===== config.mk =====
export PLATFORM = sky130hd
export DESIGN_NAME = mcycle_unit
export DESIGN_NICKNAME = d
export VERILOG_FILES = /design/src/rtl/mcycle_pkg.sv /design/src/rtl/mcycle_step.sv /design/src/rtl/mcycle_unit.sv
export SDC_FILE = /design/constraint.sdc
export NUM_CORES = 1
export LEC_CHECK = 0
export BUFFER_PORTS_ARGS = -buffer_cell sky130_fd_sc_hd__buf_4
export CELL_PAD_IN_SITES_DETAIL_PLACEMENT = 0
export CELL_PAD_IN_SITES_GLOBAL_PLACEMENT = 1
export CORE_MARGIN = 2
export CORE_UTILIZATION = 46
export CTS_CLUSTER_SIZE = 30
export DETAILED_ROUTE_END_ITERATION = 10
export HOLD_SLACK_MARGIN = 0.02
export PLACE_DENSITY = 0.86
export SLEW_MARGIN = 25
export SYNTH_ARGS = -nofsm -noshare
export SYNTH_HDL_FRONTEND = slang
export SYNTH_SLANG_ARGS = --single-unit

===== constraint.sdc =====
create_clock -name CLK -period 6.8 [get_ports CLK]
set_clock_uncertainty 0.15 [all_clocks]
set_input_delay 1.36 -clock CLK [delete_from_list [all_inputs] [get_ports CLK]]
set_output_delay 1.36 -clock CLK [all_outputs]
set_load 0.01 [all_outputs]

===== src/rtl/mcycle_pkg.sv =====
// Shared definitions for the iterative RV32M multiply/divide unit.
package mcycle_pkg;

    localparam int WIDTH_DEF = 32;

    typedef enum logic [2:0] {
        OP_MUL    = 3'b000,
        OP_MULH   = 3'b001,
        OP_MULHSU = 3'b010,
        OP_MULHU  = 3'b011,
        OP_DIV    = 3'b100,
        OP_DIVU   = 3'b101,
        OP_REM    = 3'b110,
        OP_REMU   = 3'b111
    } mcycle_op_e;

    typedef enum logic [1:0] {
        ST_IDLE    = 2'd0,
        ST_COMPUTE = 2'd1,
        ST_DONE    = 2'd2
    } mcycle_state_e;

endpackage


===== src/rtl/mcycle_step.sv =====
// One radix-2 iteration: shift-add multiply step or restoring-divide step on a {hi, lo} register.
module mcycle_step
    import mcycle_pkg::*;
#(
    parameter int WIDTH = WIDTH_DEF
) (
    input  logic                 is_div,
    input  logic [2*WIDTH-1:0]   pr,
    input  logic [WIDTH-1:0]     b,
    output logic [2*WIDTH-1:0]   pr_nxt
);

    logic [WIDTH:0]   sum;
    logic [WIDTH+1:0] diff;

    always_comb begin
        // Multiply: low half holds the remaining multiplier bits, product shifts in from the top.
        sum  = {1'b0, pr[2*WIDTH-1:WIDTH]} + (pr[0] ? {1'b0, b} : {(WIDTH+1){1'b0}});
        // Divide: trial-subtract the divisor from the remainder shifted left by one.
        diff = {1'b0, pr[2*WIDTH-1:WIDTH-1]} - {2'b00, b};
        pr_nxt = {sum, pr[WIDTH-1:1]};
        if (is_div) begin
            if (diff[WIDTH+1:WIDTH] != 2'b00)
                pr_nxt = {pr[2*WIDTH-2:0], 1'b0};
            else
                pr_nxt = {diff[WIDTH-1:0], pr[WIDTH-2:0], 1'b1};
        end
    end

endmodule


===== src/rtl/mcycle_unit.sv =====
// Iterative RV32M multiply/divide: WIDTH compute cycles after the start cycle, Result/Done on the next.
// Busy stalls the pipeline while working; Abort or RESET drops the operation without a Done.
module mcycle_unit
    import mcycle_pkg::*;
#(
    parameter int WIDTH = WIDTH_DEF
) (
    input  logic             CLK,
    input  logic             RESET,
    input  logic             Start,
    input  logic [2:0]       MCycleOp,
    input  logic [WIDTH-1:0] Operand1,
    input  logic [WIDTH-1:0] Operand2,
    input  logic             Abort,
    output logic [WIDTH-1:0] Result,
    output logic             Busy,
    output logic             Done
);

    localparam int CW = $clog2(WIDTH);

    mcycle_state_e      state;
    mcycle_op_e         op_q;
    mcycle_op_e         op_in;
    logic [CW-1:0]      cnt;
    logic [2*WIDTH-1:0] pr_q;
    logic [2*WIDTH-1:0] pr_nxt;
    logic [WIDTH-1:0]   b_q;
    logic               neg_q;
    logic               divz_q;
    logic               done_q;
    logic [WIDTH-1:0]   result_q;

    logic               s1, s2, n1, n2, neg_in;
    logic [WIDTH-1:0]   mag1, mag2;
    logic [2*WIDTH-1:0] prod;
    logic [WIDTH-1:0]   quo, rem, final_res;

    assign op_in = mcycle_op_e'(MCycleOp);

    always_comb begin
        s1     = (op_in == OP_MUL) || (op_in == OP_MULH) || (op_in == OP_MULHSU) ||
                 (op_in == OP_DIV) || (op_in == OP_REM);
        s2     = (op_in == OP_MUL) || (op_in == OP_MULH) ||
                 (op_in == OP_DIV) || (op_in == OP_REM);
        n1     = s1 & Operand1[WIDTH-1];
        n2     = s2 & Operand2[WIDTH-1];
        mag1   = n1 ? -Operand1 : Operand1;
        mag2   = n2 ? -Operand2 : Operand2;
        // The remainder takes the dividend's sign; everything else takes the XOR of both.
        neg_in = (op_in == OP_REM) ? n1 : (n1 ^ n2);
    end

    mcycle_step #(.WIDTH(WIDTH)) u_step (
        .is_div (op_q[2]),
        .pr     (pr_q),
        .b      (b_q),
        .pr_nxt (pr_nxt)
    );

    always_comb begin
        prod = neg_q ? -pr_nxt : pr_nxt;
        quo  = neg_q ? -pr_nxt[WIDTH-1:0] : pr_nxt[WIDTH-1:0];
        rem  = neg_q ? -pr_nxt[2*WIDTH-1:WIDTH] : pr_nxt[2*WIDTH-1:WIDTH];
        case (op_q)
            OP_MUL:                  final_res = prod[WIDTH-1:0];
            OP_MULH, OP_MULHSU,
            OP_MULHU:                final_res = prod[2*WIDTH-1:WIDTH];
            OP_DIV, OP_DIVU:         final_res = divz_q ? {WIDTH{1'b1}} : quo;
            default:                 final_res = rem;
        endcase
    end

    always_ff @(posedge CLK) begin
        if (RESET) begin
            state    <= ST_IDLE;
            op_q     <= OP_MUL;
            cnt      <= '0;
            pr_q     <= '0;
            b_q      <= '0;
            neg_q    <= 1'b0;
            divz_q   <= 1'b0;
            done_q   <= 1'b0;
            result_q <= '0;
        end else if (Abort) begin
            state  <= ST_IDLE;
            done_q <= 1'b0;
        end else begin
            case (state)
                ST_IDLE: begin
                    done_q <= 1'b0;
                    if (Start) begin
                        state  <= ST_COMPUTE;
                        op_q   <= op_in;
                        cnt    <= '0;
                        pr_q   <= {{WIDTH{1'b0}}, mag1};
                        b_q    <= mag2;
                        neg_q  <= neg_in;
                        divz_q <= (Operand2 == '0);
                    end
                end
                ST_COMPUTE: begin
                    pr_q <= pr_nxt;
                    cnt  <= cnt + 1'b1;
                    if (cnt == CW'(WIDTH-1)) begin
                        state    <= ST_DONE;
                        result_q <= final_res;
                        done_q   <= 1'b1;
                    end
                end
                default: begin
                    state  <= ST_IDLE;
                    done_q <= 1'b0;
                end
            endcase
        end
    end

    assign Result = result_q;
    assign Done   = done_q & ~Abort;
    assign Busy   = ~RESET & ~Abort &
                    (((state == ST_IDLE) & Start) | (state == ST_COMPUTE));

endmodule


Word-level counts from Yosys, hierarchy flattened --
Cells that the tools add are included.
Cells by class: mux-type cells 18, add/sub/neg operators 8, bitwise operators 11, reductions and logical operators 20, equality and inequality tests 13
Operators by type and width (number):
- 2-to-1 mux 64 bit | 4
- 2-to-1 mux 32 bit | 6
- negator 32 bit | 4
- one-hot mux 64 bit (2 select lines) | 1
- one-hot mux 32 bit (3 select lines) | 1
- negator 64 bit | 1
- subtractor 33 x 32 -> 34 bit | 1
- adder 32 x 33 -> 33 bit | 1
- zero test 32 bit | 1
- == test 3 bit (second input constant) | 4
- one-hot mux 5 bit (2 select lines) | 1
- == test 3 x 2 -> 1 bit (second input constant) | 3
- AND reduction 3 bit | 3
- bitwise AND 1 bit | 6
- == test 3 x 1 -> 1 bit (second input constant) | 2
- zero test 3 bit | 2
- logical OR 1 bit | 6
- OR reduction 3 bit | 2
- adder 5 x 1 -> 5 bit (second input constant) | 1
- == test 5 bit (second input constant) | 1
- 2-to-1 mux 5 bit | 1
- 2-to-1 mux 2 bit | 2
- != test 2 bit (second input constant) | 2
- one-hot mux 2 bit (2 select lines) | 1
- other kinds (9) | 13
Storage, ports and cells: flip-flop bits (word level) 141, input port bits 71

Logic depth before layout (Yosys ltp) --
Gate-level depths: netlist of run 1.
word-level depth 9, gate-level depth with buffers 25, depth with buffers taken out 23

Modules after synthesis --
A second synthesis of run 1 with hierarchy kept.
Unflattened totals: cells, all modules 1817, area, all modules 13508.0 µm²
Modules (own cells, without submodules):
- mcycle_unit | instances 1, seq. area each 2822.7 µm², area each 8851.0 µm², cells an instance 1143
- mcycle_step | instances 1, seq. area each 0.0 µm², area each 4657.0 µm², cells an instance 674

Worst setup path after synthesis of run 1 --
OpenSTA, ideal clock, no wires.
path kind register to register, from reg op_q[2], to reg result_q[6], in the netlist Result[6], cell stages (with the launch flop) 21, arrival time 5092 ps, path slack 1487 ps, buffers on the path 7, path through dfxtp_1 buf_2 buf_2 buf_1 clkbuf_1 clkbuf_1 buf_1 buf_1 mux2i_1 ha_1 o211ai_1 or2_2 nor2_1 nand3_1 or2_2 o21ai_0 nor2_1 o21ai_0 o31ai_1 a221o_1 a21oi_1
On the way: cells in the longest elaborated chain, start to end 5
RTL lines:
- start, declared | line mcycle_unit.sv:23 | mcycle_op_e op_q;
- start signal, assigned | line mcycle_unit.sv:94 | op_q <= op_in;
- 2-to-1 mux 64 bit | line mcycle_step.sv:22 | if (is_div) begin
- negator 32 bit | line mcycle_unit.sv:63 | quo = neg_q ? -pr_nxt[WIDTH-1:0] : pr_nxt[WIDTH-1:0];
- 2-to-1 mux 32 bit | line mcycle_unit.sv:63
- 2-to-1 mux 32 bit | line mcycle_unit.sv:69 | OP_DIV, OP_DIVU: final_res = divz_q ? {WIDTH{1'b1}} : quo;
- one-hot mux 32 bit (3 select lines) * | line mcycle_unit.sv:65 | case (op_q)
- end signal, assigned | line mcycle_unit.sv:107 | result_q <= final_res;
- end, declared | line mcycle_unit.sv:32 | logic [WIDTH-1:0] result_q;
Mark *: on every way between the ends. The rest lies on a longest branch, timed or not. A chain may end at the register's enable or synchronous reset.

Worst setup path after layout of run 1 --
from reg pr_q[31], to reg result_q[12], in the netlist Result[12]
On the way: cells in the longest elaborated chain, start to end 8
RTL lines:
- start, declared | line mcycle_unit.sv:26 | logic [2*WIDTH-1:0] pr_q;
- start signal, assigned | line mcycle_unit.sv:96 | pr_q <= {{WIDTH{1'b0}}, mag1};
- start signal, assigned | line mcycle_unit.sv:103 | pr_q <= pr_nxt;
- subtractor 33 x 32 -> 34 bit | line mcycle_step.sv:20 | diff = {1'b0, pr[2*WIDTH-1:WIDTH-1]} - {2'b00, b};
- nonzero test 2 bit | line mcycle_step.sv:23 | if (diff[WIDTH+1:WIDTH] != 2'b00)
- 2-to-1 mux 64 bit | line mcycle_step.sv:23
- 2-to-1 mux 64 bit * | line mcycle_step.sv:22
- negator 32 bit | line mcycle_unit.sv:63
- 2-to-1 mux 32 bit | line mcycle_unit.sv:63
- 2-to-1 mux 32 bit | line mcycle_unit.sv:69
- one-hot mux 32 bit (3 select lines) * | line mcycle_unit.sv:65
Marked as above.

==> results of run 1 <==
==> kinds of logic (layout without fill, tap and decap cells) <==
family | Yosys count | count (layout) | share of synthesized area [%]
and+or+nand+nor | 727 | 727 | 25.10
buffers and inverters | 180 | 237 | 5.066
muxes | 49 | 49 | 3.635
DFF | 141 | 141 | 20.05
adders and majority gates | 72 | 72 | 6.506
xor gates and xnor gates | 153 | 153 | 9.519
AOI/OAI and AO/OA | 634 | 634 | 30.12
==> layout by cell type (no fill, tap or decap), drive strengths merged, types with 36 or more instances in the layout <==
cell type,count
buf,139
o21ai,136
nand2,222
dfxtp,141
a211oi,68
and2,44
o211ai,38
nand3,36
ha,70
nor2,217
a21oi,179
nor3,50
inv,71
xor2,74
xnor2,79
==> worst max-delay path, cell delays in order, from the launching register on <==
cell and delay, ns:
dfxtp_1 0.35, inv_1 0.09, ha_1 0.23, fa_1 0.40
nand2b_1 0.21, a21oi_1 0.25, o21ai_1 0.24, o21ai_2 0.34
nand4_1 0.29, a211oi_4 0.63, mux2i_1 0.24, ha_1 0.26
o211ai_1 0.10, or2_2 0.17, nor2_1 0.05, nand3_1 0.20
or2_2 0.21, o21ai_0 0.27, nor2_1 0.68, nor3_1 0.14
a31oi_1 0.19, o21ai_0 0.08, or3_1 0.31, a21oi_1 0.13
==> layout make-up <==
cell class	count	area [um2]	area share, %
multi-input combinational	1635	10570	67.10
sequential	141	2828	17.95
timing repair buffer	139	1044	6.624
tap	396	495.5	3.145
clock buffer	20	456.7	2.899
inverter	67	251.5	1.596
clock inverter	11	108.9	0.6910
==> final timing paths <==
check,from,endpoint,slack [ns]
setup / recovery,pr_q[31],Result[12],0.50
hold / removal,Result[3],Result[3],0.31
setup reg to reg,pr_q[31],Result[12],0.50
hold reg to reg,Result[3],Result[3],0.31
==> state kept, by name, indices dropped and copies added (netlist names), 2 cells and up <==
| signal | count |
|---|---|
| pr_q | 64 |
| Result | 32 |
| b_q | 32 |
| cnt | 5 |
| op_q | 3 |
| state | 2 |
==> cells in the mapped netlist, types with 6 or more instances <==
master     number
nand2b_1       17
o41ai_1        10
nor3_1         49
mux2_2         14
nand2_1       219
o21ai_0       125
o21a_1          7
buf_1           6
or3_1          30
and3_1         11
o21bai_1        7
a21o_1         15
xor2_1         74
buf_2           9
a31oi_1        26
a22oi_1        21
a311oi_1       15
a2111oi_0       6
a21oi_1       176
mux2i_1        34
nand3_1        35
nor2_1        216
and2_1         43
a211oi_1       64
o31ai_1        22
clkbuf_1       93
and4_1          7
ha_1           70
nor4_1         20
a22o_1          9
nor2b_1        14
o211ai_1       37
dfxtp_1       141
nand4_1        18
inv_1          67
o21ai_1        10
xnor2_1        79
or2_2           8
==> through the flow <==
stage / std cells / instance area (um2) / setup slack, ns / hold WS, ns
after floorplan: 1956 / 14080 / 1.487 / 0.2823
after global placement: 2378 / 15180 / 0.9835 / 0.2931
after detailed placement: 2378 / 15190 / 0.7531 / 0.2976
after CTS: 2409 / 15750 / 0.7049 / 0.3057
after global routing: 2409 / 15750 / 0.1639 / 0.3274
final: 2409 / 15750 / 0.4997 / 0.3054
==> power by group <==
group          switching [mW]  internal [mW]
Clock                   0.417          0.525
Sequential             0.0475          0.857
Combinational           0.531          0.289
Total                   0.995           1.67
==> layer usage <==
layer	share of wire [%]	routed length, um	global-route usage, %
met3	7.1	3683	4.283
met1	47	24430	47.60
met2	42	21870	47.84
met4	3.1	1622	10.94
met5	0	0	0
==> impl_metrics.py, run 1 <==
metrics = {
    "power_and_ir_drop": {
        "leakage_nw": 6.093,
        "ir_drop_v": 0.0001872,
        "powerDensity_nw_per_um2": 169.3,
        "p_total_mw": 2.666,
    },
    "floorplan": {
        "die-area_um2": 32020,
        "pin_count": 105,
        "start_util_pct": 46.38,
        "die_h_um": 178.9,
        "rows": 64,
        "fp.dieW_um": 178.9,
        "core_um2": 30350,
    },
    "clocking": {
        "insertion_delay_ns": 0.45,
        "cts_resized": 0,
        "cts_hold_buf": 0,
        "htreeDepth": 4,
        "clock-sinks": 141,
        "cts_tree": "done",
        "cts_setup_buffers": 0,
        "numCtsBuffers": 17,
        "path_clk_slew_ns": 0.07,
        "clockRootBuffer": "clkbuf_16",
        "cts_max_path_buffers": 2,
    },
    "synthesis": {
        "syn_inst": 1956,
        "synth_largest_area_cell": "dfxtp_1",
        "synthArstFlopShare_pct": 0,
        "syn_area_um2": 14080,
        "yosys.cell_types.count": 100,
        "yosys-top-cells-area": "dfxtp_1 20%, a21oi_1 6.3%, ha_1 6.2%, nand2_1 5.8%, nor2_1 5.8%",
        "ys.flop_type": "dfxtp_1",
        "ys_warn_count": 0,
        "synth_edf_count": 0,
        "synth.avg_cell_area_um2": 7.197,
        "syn_nets": 2099,
        "ys_ff_latch": 141,
        "synth_top_area_share_pct": 20.05,
        "seq_area_frac_synth_pct": 20.05,
    },
    "placement": {
        "gp_congestion": 0.9243,
        "post-dp-hpwl_mm": 39.97,
        "port_buffers": 104,
    },
    "grt": {
        "grt_overflow": 0,
        "grt_pass1_vias": 13710,
        "grt_use_total_pct": 32.27,
        "grt_max_degree": 80,
        "grt_pass1_wl_mm": 79.37,
        "grt_antenna_before_repair": 0,
    },
    "critical_path": {
        "start_kind": "register",
        "path_max_fanout": 9,
        "crit_type": "reg -> reg",
        "end_kind": "register",
        "cp.arrival_ns": 6.51,
        "reg2regPathDepth": 23,
        "crit_required_ns": 7.01,
    },
    "route": {
        "wire_per_inst_um": 21.42,
        "first_pass_iters": 5,
        "via_per_inst": 6.297,
        "ant_nets": 0,
        "drc": 0,
        "via_count": 15170,
        "drtIter0Drc": 1632,
        "wirelength_mm": 51.61,
    },
    "timing": {
        "drv_slew": 0,
        "fin_crit_ns": 6.300,
        "hold_viol_final": 0,
        "worstMarginPinSlew_ns": 1.065,
        "period_share_pct": 92.65,
        "max_freq_ghz": 0.1587,
        "maxSlewHeadroom_pct": 28.63,
        "setup_violations": 0,
        "rsz0062_at_grt": "no",
        "setup_tns_ns": 0,
    },
    "final_layout": {
        "final_nets": 2144,
        "antenna_cells": 0,
        "syn_to_final_growth_pct": 11.91,
        "fillers": 3087,
        "layout-drive-gt1-share_pct": 12.07,
        "finish.utilization_pct": 51.91,
    },
    "hold_path": {
        "holdPathStages": 2,
        "hold_path.class": "reg -> reg",
    },
    "job": {
        "cap_violations": 0,
    },
    "status": {
        "outcome": "finished, final reports clean",
    },
}
Note: power is estimated with default switching activity, not from simulation.
==> run 2: changes to the inputs <==
--- a/config.mk
+++ b/config.mk
@@ -13,8 +13,9 @@
 export CTS_CLUSTER_SIZE = 30
 export DETAILED_ROUTE_END_ITERATION = 10
 export HOLD_SLACK_MARGIN = 0.02
-export PLACE_DENSITY = 0.86
+export PLACE_DENSITY = 0.85
 export SLEW_MARGIN = 25
 export SYNTH_ARGS = -nofsm -noshare
 export SYNTH_HDL_FRONTEND = slang
+export SYNTH_HIERARCHICAL = 1
 export SYNTH_SLANG_ARGS = --single-unit
==> impl_metrics.py, run 2 <==
metrics = {
    "synthesis": {
        "synth.avg_cell_area_um2": 7.434,
        "syn_nets": 1960,
        "yosys-top-cells-area": "dfxtp_1 21%, xnor2_1 7.3%, ha_1 6.5%, nor2_1 5.4%, a21oi_1 5.1%",
        "syn_area_um2": 13510,
        "synth_edf_count": 0,
        "synth_largest_area_cell": "dfxtp_1",
        "ys.flop_type": "dfxtp_1",
        "synth_top_area_share_pct": 20.90,
        "synthArstFlopShare_pct": 0,
        "synth_most_common_cell": "nor2_1",
        "seq_area_frac_synth_pct": 20.90,
        "ys_ff_latch": 141,
        "ys_warn_count": 6,
        "synth_commonest_cells": "195 x nor2_1, 158 x nand2_1, 141 x dfxtp_1",
        "yosys.cell_types.count": 88,
        "syn_inst": 1817,
    },
    "placement": {
        "port_buffers": 104,
        "dp_slack_ns": 0.7071,
        "gp_congestion": 0.9367,
        "post-dp-hpwl_mm": 35.94,
    },
    "critical_path": {
        "r2r-start": "pr_q[39]",
        "max_stage_delay_ns": 0.74,
        "worstPathCellList": "ha_1, a21oi_2, o21ai_1, a221oi_2, nand2_1, o211ai_2, a311oi_1, a21o_1, o21ai_4, buf_4, mux2i_1, a21oi_1, or4_1, nor3_1, nand3_1, o21ai_1, xnor2_1, a221oi_1, a211oi_1",
        "reg2regPathDepth": 19,
        "crit_required_ns": 6.97,
        "cp_top_family": "compound AO/OA/AOI/OAI gates",
        "crit_top_cell": "o21ai_1",
        "reg2reg_slack_ns": 0.54,
        "end_kind": "register",
        "r2r-end": "Result[31]",
        "path_max_fanout": 25,
        "crit_type": "reg -> reg",
        "start_kind": "register",
        "crit_buf_inv": 1,
        "cp_slowest_cell": "o21ai_4",
        "cp.arrival_ns": 6.42,
    },
    "timing": {
        "maxSlewHeadroom_pct": 27.57,
        "setup_tns_ns": 0,
        "period_share_pct": 92.01,
        "finalWorstSetupSlack_ns": 0.5436,
        "fin_crit_ns": 6.256,
        "rsz0062_at_grt": "no",
        "max_freq_ghz": 0.1598,
        "setup_violations": 0,
        "hold_viol_final": 0,
        "drv_slew": 0,
        "worstMarginPinSlew_ns": 1.086,
    },
    "final_layout": {
        "antenna_cells": 0,
        "largest_reg_flops": 64,
        "layout-drive-gt1-share_pct": 13.11,
        "mostFrequentLayoutCells": "193 x nor2_1, 158 x nand2_1, 144 x buf_4",
        "multi_input_comb_area_um2": 10020,
        "final_common_cell": "nor2_1",
        "syn_to_final_growth_pct": 12.75,
        "finish.utilization_pct": 52.92,
        "top_register": "pr_q",
        "final_nets": 2007,
        "fillers": 2878,
        "seqCellArea_um2": 2828,
    },
    "power_and_ir_drop": {
        "clkPwrFrac_pct": 35.5,
        "ir_drop_v": 0.0001627,
        "leakage_nw": 6.209,
        "switchingPower_mw": 1.045,
        "intPower_mw": 1.718,
        "power_frac_seq_pct": 32.5,
        "p_sw_share_pct": 37.83,
        "powerDensity_nw_per_um2": 181.4,
        "combPwrFrac_pct": 32.0,
    },
    "route": {
        "first_pass_iters": 6,
        "wirelength_mm": 47.61,
        "drtIter0Drc": 1575,
        "via_per_inst": 6.212,
        "drc": 0,
        "via_count": 14050,
        "ant_nets": 0,
        "wire_per_inst_um": 21.06,
    },
    "clocking": {
        "cts_resized": 0,
        "cts_tree": "done",
        "cts_hold_buf": 0,
        "numCtsBuffers": 17,
        "cts_max_path_buffers": 2,
        "clockRootBuffer": "clkbuf_16",
        "htreeDepth": 4,
        "cts_setup_buffers": 0,
        "clock-sinks": 141,
        "insertion_delay_ns": 0.45,
        "path_clk_slew_ns": 0.07,
    },
    "hold_path": {
        "hold_path.class": "reg -> reg",
        "hold_end": "Result[1]",
        "min_from": "Result[1]",
        "holdPathStages": 2,
    },
    "grt": {
        "grt_overflow": 0,
        "grt_pass1_vias": 13010,
        "grt_pass1_wl_mm": 74.47,
        "grt_use_total_pct": 30.70,
        "grt_antenna_before_repair": 0,
        "grt_max_degree": 89,
    },
    "job": {
        "cap_violations": 0,
    },
    "status": {
        "outcome": "finished, final reports clean",
    },
    "floorplan": {
        "fp.dieW_um": 175.4,
        "die_h_um": 175.4,
        "die-area_um2": 30750,
        "core_um2": 28780,
        "pin_count": 105,
        "rows": 62,
        "start_util_pct": 46.94,
    },
}
[run 2: cell count changes in the layout (fill, tap and decap cells not counted), sizes merged, moves of 10 or more]
cell	change
o211ai	-22
a31oi	-16
xnor2	+34
a211oi	-10
a21o	+11
mux2	+19
a21oi	-39
or4	+11
nor2	-21
a22oi	-10
nand2	-63
a22o	+22
[run 2: layer usage]
metal	wire [um]	share of wire, %	GRT usage [%]
met5	0	0	0
met4	1120	2.4	9.479
met3	3737	7.8	5.325
met2	20120	42	45.69
met1	22630	48	44.87
[run 2: cells by family (layout without fill, tap and decap cells)]
logic type	after synthesis	count (layout)	synth area share (%)
DFF	141	141	20.90
muxes	63	63	4.974
and+or+nand+nor	608	608	22.10
buffers and inverters	177	237	5.132
xor gates and xnor gates	184	184	11.93
adders and majority gates	72	72	6.780
AOI/OAI and AO/OA	572	572	28.19
[run 2: power groups by stage]
stage / Sequential (mW) / Combinational (mW) / Clock, mW
2_1_floorplan: 0.898 / 0.608 / 0
3_3_place_gp: 0.915 / 0.856 / 0
3_5_place_dp: 0.917 / 0.857 / 0
4_1_cts: 0.898 / 0.862 / 0.988
5_1_grt: 0.904 / 0.955 / 1.02
6_report: 0.899 / 0.883 / 0.980
[run 2: worst register-to-register path, delay by kind of cell, from the launching register on]
family | cells | cell delay [ns]
flops | 1 | 0.48
compound gates | 11 | 3.06
fa+ha+maj | 1 | 0.37
xor+xnor | 1 | 0.08
simple gates | 4 | 1.45
buf+inv | 1 | 0.35
mux | 1 | 0.21
[run 2: area by class of cell]
type,instances,share of cell area (%)
Clock buffer,19,3.048
Timing Repair Buffer,144,7.098
Clock inverter,13,0.8626
Multi-Input combinational cell,1499,65.77
Tap cell,384,3.155
Inverter,61,1.503
Sequential cell,141,18.57
[run 2: worst max path at each step]
stage / end / startpoint / cells past startpoint
after floorplan: Result[18] / pr_q[31] / 25
after global placement: Result[31] / pr_q[39] / 19
after detailed placement: Result[31] / pr_q[39] / 19
after CTS: Result[31] / pr_q[39] / 19
after global routing: Result[29] / pr_q[41] / 19
final: Result[31] / pr_q[39] / 19
[run 2: metrics by stage]
step	hold WS [ns]	std cells	power (mW)	instance area [um2]
floorplan	0.2823	1817	1.507	13510
global placement	0.2920	2229	1.771	14630
detailed placement	0.3078	2229	1.774	14630
CTS	0.3168	2261	2.748	15230
global route	0.3483	2261	2.877	15230
finish	0.3109	2261	2.763	15230
==> run 3: changes to the inputs <==
--- a/config.mk
+++ b/config.mk
@@ -9,11 +9,11 @@
 export CELL_PAD_IN_SITES_DETAIL_PLACEMENT = 0
 export CELL_PAD_IN_SITES_GLOBAL_PLACEMENT = 1
 export CORE_MARGIN = 2
-export CORE_UTILIZATION = 46
+export CORE_UTILIZATION = 30
 export CTS_CLUSTER_SIZE = 30
 export DETAILED_ROUTE_END_ITERATION = 10
 export HOLD_SLACK_MARGIN = 0.02
-export PLACE_DENSITY = 0.85
+export PLACE_DENSITY = 0.61
 export SLEW_MARGIN = 25
 export SYNTH_ARGS = -nofsm -noshare
 export SYNTH_HDL_FRONTEND = slang
==> impl_metrics.py, run 3 (synthesized netlist as in run 2, its figures left out) <==
metrics = {
    "route": {
        "wirelength_mm": 52.43,
        "via_count": 13710,
        "ant_nets": 0,
        "drtIter0Drc": 1050,
        "first_pass_iters": 5,
        "via_per_inst": 5.551,
        "drc": 0,
        "wire_per_inst_um": 21.22,
    },
    "timing": {
        "rsz0062_at_grt": "no",
        "fin_crit_ns": 6.384,
        "setup_tns_ns": 0,
        "hold_viol_final": 0,
        "worstMarginPinSlew_ns": 1.046,
        "setup_violations": 0,
        "maxSlewHeadroom_pct": 30.18,
        "drv_slew": 0,
        "period_share_pct": 93.88,
        "max_freq_ghz": 0.1566,
    },
    "clocking": {
        "numCtsBuffers": 17,
        "htreeDepth": 4,
        "path_clk_slew_ns": 0.07,
        "cts_tree": "done",
        "cts_setup_buffers": 0,
        "insertion_delay_ns": 0.46,
        "clock-sinks": 141,
        "cts_max_path_buffers": 2,
        "clockRootBuffer": "clkbuf_16",
    },
    "floorplan": {
        "die_h_um": 216.2,
        "pin_count": 105,
        "core_um2": 44320,
        "die-area_um2": 46740,
        "fp.dieW_um": 216.2,
        "start_util_pct": 30.48,
        "rows": 77,
    },
    "critical_path": {
        "crit_buf_inv": 3,
        "start_kind": "register",
        "end_kind": "register",
        "cp_top_family": "compound AO/OA/AOI/OAI gates",
        "crit_start": "pr_q[31]",
        "cp_slowest_cell": "or4_1",
        "path_max_fanout": 28,
        "crit_type": "reg -> reg",
        "max_stage_delay_ns": 0.72,
        "worstPathCellList": "inv_1, ha_1, inv_1, fa_1, a211oi_1, nor3_1, o21ai_1, a21oi_2, o31ai_4, o31ai_4, xor2_1, o21ai_4, buf_4, o311ai_2, or4_1, nor3_1, nand3_1, o31ai_2, xnor2_1, a221oi_1, a211oi_1",
        "crit_required_ns": 6.96,
        "cp.arrival_ns": 6.54,
        "r2r-start": "pr_q[31]",
    },
    "hold_path": {
        "hold_path.class": "reg -> reg",
        "min_from": "Result[1]",
    },
    "placement": {
        "gp_congestion": 0.8988,
        "port_buffers": 104,
        "dpl.cell_count": 2438,
        "post-dp-hpwl_mm": 40.86,
        "dpl_cell_area_um2": 14910,
    },
    "final_layout": {
        "final_common_cell": "nor2_1",
        "mostFrequentLayoutCells": "194 x nor2_1, 158 x nand2_1, 144 x buf_4",
        "top_register": "pr_q",
        "final_nets": 2008,
        "layout-drive-gt1-share_pct": 12.89,
        "syn_to_final_growth_pct": 14.54,
        "antenna_cells": 0,
        "finalInstanceArea_um2": 15470,
        "layout.cells.non_filler": 2470,
        "fillers": 4785,
        "largest_reg_flops": 64,
    },
    "grt": {
        "grt_pass1_vias": 13130,
        "grt_max_degree": 89,
        "grt_overflow": 0,
        "grt_use_total_pct": 22.30,
        "grt_pass1_wl_mm": 80.59,
        "grt_antenna_before_repair": 0,
    },
    "power_and_ir_drop": {
        "leakage_nw": 6.208,
        "ir_drop_v": 0.0001988,
        "p_total_mw": 2.724,
        "powerDensity_nw_per_um2": 176.0,
    },
    "job": {
        "cap_violations": 0,
    },
    "status": {
        "outcome": "finished, final reports clean",
    },
}
## run 3: cell count changes in the layout (fill, tap and decap cells not counted), sizes merged
cell and change:
buf +1, clkbuf +6, clkinv -2, clkinvlp -1, inv -3
## run 3: power by group
part           switching (mW)  internal (mW)
combinational           0.577          0.318
sequential             0.0422          0.862
clock                   0.386          0.538
total                    1.01           1.72
## run 3: path summary, 6_finish.rpt
path,end,cells after the start,slack [ns]
setup / recovery,Result[29],21,0.42
hold / removal,Result[1],2,0.31
setup reg to reg,Result[29],21,0.42
hold reg to reg,Result[1],2,0.31
## run 3: area by class of cell
class | count | area (um2) | share of cell area (%)
Clock inverter | 7 | 62.56 | 0.4043
Inverter | 61 | 229.0 | 1.480
Clock buffer | 25 | 495.5 | 3.202
Timing Repair Buffer | 145 | 1101 | 7.116
Tap cell | 592 | 740.7 | 4.787
Sequential cell | 141 | 2828 | 18.28
Multi-Input combinational cell | 1499 | 10020 | 64.73
## run 3: routing by layer
layer / routed length [um] / track usage (%) / up-vias
li1: - / - / 6731
met1: 25630 / 31.89 / 6529
met2: 22890 / 34.39 / 386
met3: 2514 / 2.526 / 66
met4: 1392 / 8.037 / 0
met5: 0 / 0 / -
## run 3: timing repair
action / in CTS / in global routing
hold buffers: 0 / 0
resized for setup: 0 / 1
endpoints found under the setup margin: 0 / 1
## run 3: metrics by stage
| stage | worst slack, ns | utilization (%) | hold WS (ns) |
|---|---|---|---|
| global placement | 0.5215 | 33.64 | 0.2926 |
| CTS | 0.5125 | 34.90 | 0.3104 |
| global route | 0.1035 | 34.91 | 0.3395 |
| floorplan | 1.825 | - | 0.2823 |
| finish | 0.4159 | 34.91 | 0.3053 |
| detailed placement | 0.5591 | 33.64 | 0.3006 |
## run 3: worst reg2reg max path: cells and delay by family, from the launching register on
family | cells | cell delay [ns]
flip-flops | 1 | 0.32
AO/OA/AOI/OAI | 10 | 2.73
buffers and inverters | 3 | 0.63
AND/OR/NAND/NOR | 4 | 1.49
XOR/XNOR | 2 | 0.29
adder cells (fa/ha/maj) | 2 | 0.62
